==> src/rtl/mem_stage_if.sv <==
// Port bundle of the memory-access stage: execute-side handshake, write-back
// handshake, data-SRAM response, flush inputs and the feedback buses.
interface mem_stage_if #(
  parameter int ES_TO_MS_BUS_WD = 77,
  parameter int MS_TO_WS_BUS_WD = 70
);
  logic                       ws_allowin;
  logic                       ms_allowin;
  logic                       es_to_ms_valid;
  logic [ES_TO_MS_BUS_WD-1:0] es_to_ms_bus;
  logic                       ms_to_ws_valid;
  logic [MS_TO_WS_BUS_WD-1:0] ms_to_ws_bus;
  logic                       data_sram_data_ok;
  logic [31:0]                data_sram_rdata;
  logic                       wb_exc;
  logic                       wb_ertn;
  logic                       ms_to_es_ls_cancel;
  logic [38:0]                ms_fwd_blk_bus;

  // The stage itself.
  modport slave (
    input  ws_allowin, es_to_ms_valid, es_to_ms_bus,
    input  data_sram_data_ok, data_sram_rdata, wb_exc, wb_ertn,
    output ms_allowin, ms_to_ws_valid, ms_to_ws_bus,
    output ms_to_es_ls_cancel, ms_fwd_blk_bus
  );

  // Surrounding pipeline / environment.
  modport master (
    output ws_allowin, es_to_ms_valid, es_to_ms_bus,
    output data_sram_data_ok, data_sram_rdata, wb_exc, wb_ertn,
    input  ms_allowin, ms_to_ws_valid, ms_to_ws_bus,
    input  ms_to_es_ls_cancel, ms_fwd_blk_bus
  );
endinterface

==> src/rtl/mem_stage.sv <==
// Memory-access pipeline stage: waits for the data-SRAM response, extends load
// data, discards responses of flushed requests and feeds forwarding info back.
module mem_stage #(
  parameter int ES_TO_MS_BUS_WD = 77,
  parameter int MS_TO_WS_BUS_WD = 70
) (
  input  logic        clk,
  input  logic        resetn,
  mem_stage_if.slave  pipe
);

  logic                       ms_valid;
  logic [ES_TO_MS_BUS_WD-1:0] bus_r;
  logic                       buf_valid;
  logic [31:0]                rdata_buf;
  logic [1:0]                 drop_cnt;

  logic        ls_cancel;
  logic [4:0]  load_op;
  logic        mem_we;
  logic        gr_we;
  logic [4:0]  dest;
  logic [31:0] result;
  logic [31:0] pc;

  logic        flush;
  logic        is_mem;
  logic        need_data;
  logic        resp_ok;
  logic        ready_go;
  logic        ms_allowin;
  logic        ms_to_ws_valid;
  logic        leave;
  logic        orphan;
  logic        drop_dec;
  logic [31:0] load_data;
  logic [31:0] final_result;

  function automatic logic [31:0] load_extend(input logic [4:0]  op,
                                              input logic [1:0]  a,
                                              input logic [31:0] d);
    logic [7:0]  b;
    logic [15:0] h;
    logic [31:0] r;
    b = 8'(d >> {a, 3'b000});
    h = a[1] ? d[31:16] : d[15:0];
    r = d;
    if (op[4])      r = {{24{b[7]}}, b};
    else if (op[3]) r = {{16{h[15]}}, h};
    else if (op[1]) r = {24'd0, b};
    else if (op[0]) r = {16'd0, h};
    return r;
  endfunction

  // Up/down count of orphaned requests, pinned to [0,3].
  function automatic logic [1:0] drop_next(input logic [1:0] cnt,
                                           input logic       inc,
                                           input logic       dec);
    logic [1:0] n;
    n = cnt;
    if (inc && !dec && cnt != 2'd3)      n = cnt + 2'd1;
    else if (dec && !inc && cnt != 2'd0) n = cnt - 2'd1;
    return n;
  endfunction

  assign {ls_cancel, load_op, mem_we, gr_we, dest, result, pc} = bus_r;

  assign flush     = pipe.wb_exc | pipe.wb_ertn;
  assign is_mem    = (|load_op) | mem_we;
  assign need_data = ms_valid & is_mem & ~ls_cancel;
  assign resp_ok   = pipe.data_sram_data_ok & (drop_cnt == 2'd0);
  assign ready_go  = ~need_data | buf_valid | resp_ok;

  assign ms_allowin     = ~ms_valid | (ready_go & pipe.ws_allowin);
  assign ms_to_ws_valid = ms_valid & ready_go & ~flush;
  assign leave          = ms_to_ws_valid & pipe.ws_allowin;

  // A request still in flight when the flush hits will answer later; count it.
  assign orphan   = flush & need_data & ~buf_valid & ~resp_ok;
  assign drop_dec = pipe.data_sram_data_ok & (drop_cnt != 2'd0);

  assign load_data    = buf_valid ? rdata_buf : pipe.data_sram_rdata;
  assign final_result = ((|load_op) & ~ls_cancel) ?
                        load_extend(load_op, result[1:0], load_data) : result;

  assign pipe.ms_allowin         = ms_allowin;
  assign pipe.ms_to_ws_valid     = ms_to_ws_valid;
  assign pipe.ms_to_ws_bus       = {gr_we, dest, final_result, pc};
  assign pipe.ms_to_es_ls_cancel = ms_valid & ls_cancel;
  assign pipe.ms_fwd_blk_bus     = {ms_valid & gr_we,
                                    ms_valid & (|load_op) & ~ls_cancel & ~ready_go,
                                    dest, final_result};

  always_ff @(posedge clk or negedge resetn) begin
    if (!resetn) begin
      ms_valid  <= 1'b0;
      bus_r     <= '0;
      buf_valid <= 1'b0;
      rdata_buf <= '0;
      drop_cnt  <= '0;
    end else begin
      if (flush)           ms_valid <= 1'b0;
      else if (ms_allowin) ms_valid <= pipe.es_to_ms_valid;

      if (ms_allowin && pipe.es_to_ms_valid) bus_r <= pipe.es_to_ms_bus;

      // Hold the response when write-back stalls so data_ok need not repeat.
      if (flush || leave) begin
        buf_valid <= 1'b0;
      end else if (resp_ok && need_data && !buf_valid) begin
        buf_valid <= 1'b1;
        rdata_buf <= pipe.data_sram_rdata;
      end

      drop_cnt <= drop_next(drop_cnt, orphan, drop_dec);
    end
  end

endmodule
==> src/flat_wrapper.sv <==
// flat-port wrapper written by rule: the top's interface ports become plain ports
module mem_stage_flat 
#(
  parameter int ES_TO_MS_BUS_WD = 77,
  parameter int MS_TO_WS_BUS_WD = 70
)
  (clk, resetn, pipe_ws_allowin, pipe_es_to_ms_valid, pipe_es_to_ms_bus, pipe_data_sram_data_ok, pipe_data_sram_rdata, pipe_wb_exc, pipe_wb_ertn, pipe_ms_allowin, pipe_ms_to_ws_valid, pipe_ms_to_ws_bus, pipe_ms_to_es_ls_cancel, pipe_ms_fwd_blk_bus);
  mem_stage_if #(.ES_TO_MS_BUS_WD(ES_TO_MS_BUS_WD), .MS_TO_WS_BUS_WD(MS_TO_WS_BUS_WD)) pipe_i ();
  input  logic clk;
  input  logic resetn;
  input wire logic [$bits(pipe_i.ws_allowin)-1:0] pipe_ws_allowin;
  input wire logic [$bits(pipe_i.es_to_ms_valid)-1:0] pipe_es_to_ms_valid;
  input wire logic [$bits(pipe_i.es_to_ms_bus)-1:0] pipe_es_to_ms_bus;
  input wire logic [$bits(pipe_i.data_sram_data_ok)-1:0] pipe_data_sram_data_ok;
  input wire logic [$bits(pipe_i.data_sram_rdata)-1:0] pipe_data_sram_rdata;
  input wire logic [$bits(pipe_i.wb_exc)-1:0] pipe_wb_exc;
  input wire logic [$bits(pipe_i.wb_ertn)-1:0] pipe_wb_ertn;
  output wire logic [$bits(pipe_i.ms_allowin)-1:0] pipe_ms_allowin;
  output wire logic [$bits(pipe_i.ms_to_ws_valid)-1:0] pipe_ms_to_ws_valid;
  output wire logic [$bits(pipe_i.ms_to_ws_bus)-1:0] pipe_ms_to_ws_bus;
  output wire logic [$bits(pipe_i.ms_to_es_ls_cancel)-1:0] pipe_ms_to_es_ls_cancel;
  output wire logic [$bits(pipe_i.ms_fwd_blk_bus)-1:0] pipe_ms_fwd_blk_bus;
  assign pipe_i.ws_allowin = pipe_ws_allowin;
  assign pipe_i.es_to_ms_valid = pipe_es_to_ms_valid;
  assign pipe_i.es_to_ms_bus = pipe_es_to_ms_bus;
  assign pipe_i.data_sram_data_ok = pipe_data_sram_data_ok;
  assign pipe_i.data_sram_rdata = pipe_data_sram_rdata;
  assign pipe_i.wb_exc = pipe_wb_exc;
  assign pipe_i.wb_ertn = pipe_wb_ertn;
  assign pipe_ms_allowin = pipe_i.ms_allowin;
  assign pipe_ms_to_ws_valid = pipe_i.ms_to_ws_valid;
  assign pipe_ms_to_ws_bus = pipe_i.ms_to_ws_bus;
  assign pipe_ms_to_es_ls_cancel = pipe_i.ms_to_es_ls_cancel;
  assign pipe_ms_fwd_blk_bus = pipe_i.ms_fwd_blk_bus;
  mem_stage #(.ES_TO_MS_BUS_WD(ES_TO_MS_BUS_WD), .MS_TO_WS_BUS_WD(MS_TO_WS_BUS_WD)) u_core (.clk(clk), .resetn(resetn), .pipe(pipe_i));
endmodule
==> config.mk <==
export PLATFORM = sky130hd
export DESIGN_NAME = mem_stage_flat
export DESIGN_NICKNAME = d
export VERILOG_FILES = /design/src/rtl/mem_stage_if.sv /design/src/rtl/mem_stage.sv /design/src/flat_wrapper.sv
export SDC_FILE = /design/constraint.sdc
export NUM_CORES = 1
export LEC_CHECK = 0
export CELL_PAD_IN_SITES_DETAIL_PLACEMENT = 1
export CELL_PAD_IN_SITES_GLOBAL_PLACEMENT = 1
export CORE_MARGIN = 2
export CORE_UTILIZATION = 36
export CTS_CLUSTER_DIAMETER = 50
export CTS_CLUSTER_SIZE = 30
export DETAILED_ROUTE_END_ITERATION = 7
export PLACE_DENSITY = 0.88
export SYNTH_ARGS = -nofsm -noshare
export SYNTH_HDL_FRONTEND = slang
export SYNTH_SLANG_ARGS = --single-unit
==> constraint.sdc <==
create_clock -name clk -period 3.45 [get_ports clk]
set_input_delay 0.69 -clock clk [delete_from_list [all_inputs] [get_ports clk]]
set_output_delay 0.69 -clock clk [all_outputs]
set_load 0.02 [all_outputs]
==> impl_metrics.csv <==
group,metric,value,unit
critical_path,worst_path_largest_cell_delay,530,ps
synth,syn_avg_cell_area,12.4,sq um
critical_path,path_buf_inv,3,
synth,synth_cells,543,
pwr,pwr-share-comb,33.0,%
critical_path,crit_path_top_delay_cell,"mux4_2",
placement,place.gp.congestion,0.817,
final_layout,final_cells,948,
placement,portBuffers,227,
detailed_routing,antenna_left,0,
detailed_routing,routedWlPerCell,23.0,microns
clock_tree,clk_latency,420,ps
floorplanning,rows,49,
timing,setup_viol,0,
clock_tree,cts_made_buffers,17,
pwr,vdd_drop_max,0.341,mV
global_routing,antenna_found_initial,3,
min_path,hp-class,"in -> async",
critical_path,crit_chain,"clkdlybuf4s50_1 > mux4_2 > and2_0 > buf_4 > o21ai_0 > nand3_1 > dlygate4sd2_1",
synth,mappedNetlistArea,0.00672,sq mm
timing,slew_violations,0,
critical_path,worstPathArrival,2750,ps
pwr,p_seq_share,32.3,%
clock_tree,cts_buffer_depth,2,
clock_tree,cts-root-buf,"clkbuf_16",
timing,setup_tns,0,ps
detailed_routing,drt_iter0_drc,196,
synth,ys_types,43,
floorplanning,coreArea,0.0181,sq mm
timing,hold_violations,0,
timing,hold_ws,335,ps
synth,synth_flop_cell,"dfrtp_1",
timing,fmax,0.291,GHz
clock_tree,cts_hold_buf,0,
global_routing,grt_pass1_wl,33700,microns
pwr,p_int,3630,uW
critical_path,path_max_fanout,16,
floorplanning,io_pins,228,
flow_run,cap_violations,0,
pwr,power_frac_clock,34.7,%
timing,maxSlewHeadroom,46.9,%
synth,ys_ff_latch,113,
timing,tightest_slew,796,ps
clock_tree,clock-sinks,113,
clock_tree,cts_tree,"done",
critical_path,cp-start-kind,"input pin",
synth,yosysSeqAreaShare,42.1,%
detailed_routing,via_count,5056,
final_layout,drive_gt1_share,32.3,%
status,status,"finished clean",
final_layout,area_growth,37.4,%
critical_path,path_class,"in -> out",
placement,dp.final_hpwl,15800,microns
critical_path,crit_required,2760,ps
detailed_routing,drc,0,
synth,async_flop_share,100,%
clock_tree,h-tree-depth,4,
synth,syn_nets,659,
timing,min_period,3440,ps
pwr,power_leakage,0.00402,uW
critical_path,crit_family,"buffers and inverters",
pwr,p_sw_share,32.8,%
clock_tree,clk_pin_slew,60,ps
detailed_routing,post_drt_via_cell_ratio,5.33,
critical_path,cp-end-kind,"output pin",
floorplanning,die_area,0.0198,sq mm
global_routing,overflow,0,
global_routing,grt_pass1_vias,5766,
final_layout,fin_util,50.9,%
global_routing,grtUsageTotal,22.4,%
timing,rsz0062_at_grt,"true",
pwr,powerDensity,585,mW/mm^2
synth,yosys_warnings,0,
floorplanning,fp.dieH,141,microns
pwr,power.switching,1770,uW
global_routing,grt_max_degree,60,
timing,skew,8.93,ps
final_layout,num-nets-final,818,
floorplanning,start_util,37.0,%
placement,placedCellCount,909,
synth,synth-edff-count,0,
detailed_routing,drt-total-wl,21800,microns
detailed_routing,first_pass_iters,4,
floorplanning,die_w,141,microns
timing,fin_crit_sh,99.7,%
==> power by group through the flow <==
| stage | Clock (uW) | Combinational (uW) | Sequential (uW) |
|---|---|---|---|
| finish | 1870 | 1780 | 1750 |
| global route | 1970 | 1890 | 1770 |
| CTS | 1900 | 1820 | 1740 |
| detailed placement | 0 | 1930 | 1760 |
| global placement | 0 | 1870 | 1720 |
| floorplan | 0 | 1260 | 1680 |
==> repair_timing <==
item,4_1_cts,5_1_grt
setup endpoints to repair,64,54
pin swaps,0,1
resized for setup,81,56
cloned,1,0
setup buffers,2,0
==> through the flow <==
step,setup WS (ps),total power (uW),instance area (sq um)
floorplan,510,2950,6720
global placement,-277,3590,8690
detailed placement,-342,3680,8690
CTS,-25.7,5460,9330
global route,-93.3,5640,9230
finish,9.74,5400,9240
==> final timing paths <==
check                                             start                               end  slack, ps  depth (start not counted)
min in group clk           u_core.bus_r[57]$_DFFE_PN0P_      u_core.bus_r[57]$_DFFE_PN0P_        510                          1
min                                              resetn  u_core.rdata_buf[11]$_DFFE_PN0P_        340                          1
max in group asynchronous                        resetn  u_core.rdata_buf[29]$_DFFE_PN0P_       2300                          2
max reg2reg                u_core.buf_valid$_DFFE_PN0P_      u_core.bus_r[65]$_DFFE_PN0P_        930                          6
min reg2reg                u_core.bus_r[57]$_DFFE_PN0P_      u_core.bus_r[57]$_DFFE_PN0P_        510                          1
max                            pipe_data_sram_rdata[15]           pipe_ms_fwd_blk_bus[17]         10                          7
==> synth_stat cells (2+ instances only) <==
cell        n  share of area (%)
a21oi_1     6               0.45
nand4_1     2               0.19
buf_1       3               0.17
mux2_2     82                 14
a22oi_1    18                2.0
nand2b_1    2               0.19
buf_2      12               0.89
and2_1      4               0.37
clkbuf_1   10               0.56
mux2_4     30                6.7
nand2_1    28                1.6
buf_12      4                1.2
nor2_1     27                1.5
or3_1       2               0.19
mux2i_1    21                3.1
a221oi_1    2               0.26
nor2b_1     2               0.19
buf_4      80                8.9
nand3_1    17                1.3
nand3b_1    2               0.22
mux4_2     28                9.4
dfrtp_1   113                 42
inv_1       4               0.22
o21ai_0    25                1.9
==> cell type report <==
cell class,instances,area [sq um]
diodes,4,10.0
repair buffers,250,2360
multi-input cells,316,3110
clock inverters,10,158
clock buffers,22,464
well taps,229,287
inverters,4,15.0
flip-flops and latches,113,2830
fillers,1874,8910
==> metal layers <==
layer / vias up / wire length (microns) / global-route usage (%)
met3: 44 / 1240 / 5.71
li1: 2221 / - / -
met2: 214 / 11600 / 39.9
met4: 0 / 624 / 9.89
met1: 2577 / 8360 / 25.5
met5: - / 0 / 0
==> kinds of logic after synthesis <==
family                 count (synthesis)  synth area share [%]
buffers and inverters                114                  12.1
multiplexers                         161                  33.0
flip-flops                           113                  42.1
AO/OA/AOI/OAI                         60                  5.75
AND/OR/NAND/NOR                       95                  7.06
==> placed cells by master (no fill, tap or decap), types with 2 or more instances in the layout <==
cell type | synthesis | layout
dlygate4sd2_1 | 0 | 32
clkbuf_1 | 10 | 3
mux4_2 | 28 | 28
buf_4 | 80 | 18
a22oi_1 | 18 | 18
clkbuf_2 | 0 | 25
diode_2 | 0 | 4
nor2_1 | 27 | 27
nand3_1 | 17 | 17
mux2_2 | 82 | 82
inv_1 | 4 | 4
nand4_1 | 2 | 2
clkinv_2 | 0 | 3
dlymetal6s2s_1 | 0 | 2
a21oi_1 | 6 | 5
o21ai_0 | 25 | 14
nand2_1 | 28 | 28
o21ai_1 | 1 | 11
mux2_4 | 30 | 30
clkinvlp_4 | 0 | 3
clkbuf_8 | 0 | 2
dfrtp_1 | 113 | 112
bufinv_16 | 0 | 4
nor2b_1 | 2 | 2
nand2b_1 | 2 | 2
clkbuf_16 | 0 | 17
and2_1 | 4 | 4
buf_2 | 12 | 2
mux2i_1 | 21 | 21
clkdlybuf4s50_1 | 0 | 164
buf_12 | 4 | 5
nand3b_1 | 2 | 2
==> flip-flops by register name, summed over array words and instances (netlist names) <==
name and cells:
u_core.buf_valid 1, u_core.bus_r 77, u_core.drop_cnt 2, u_core.ms_valid 1, u_core.rdata_buf 32
No activity file was read; power rests on OpenSTA's default activity.
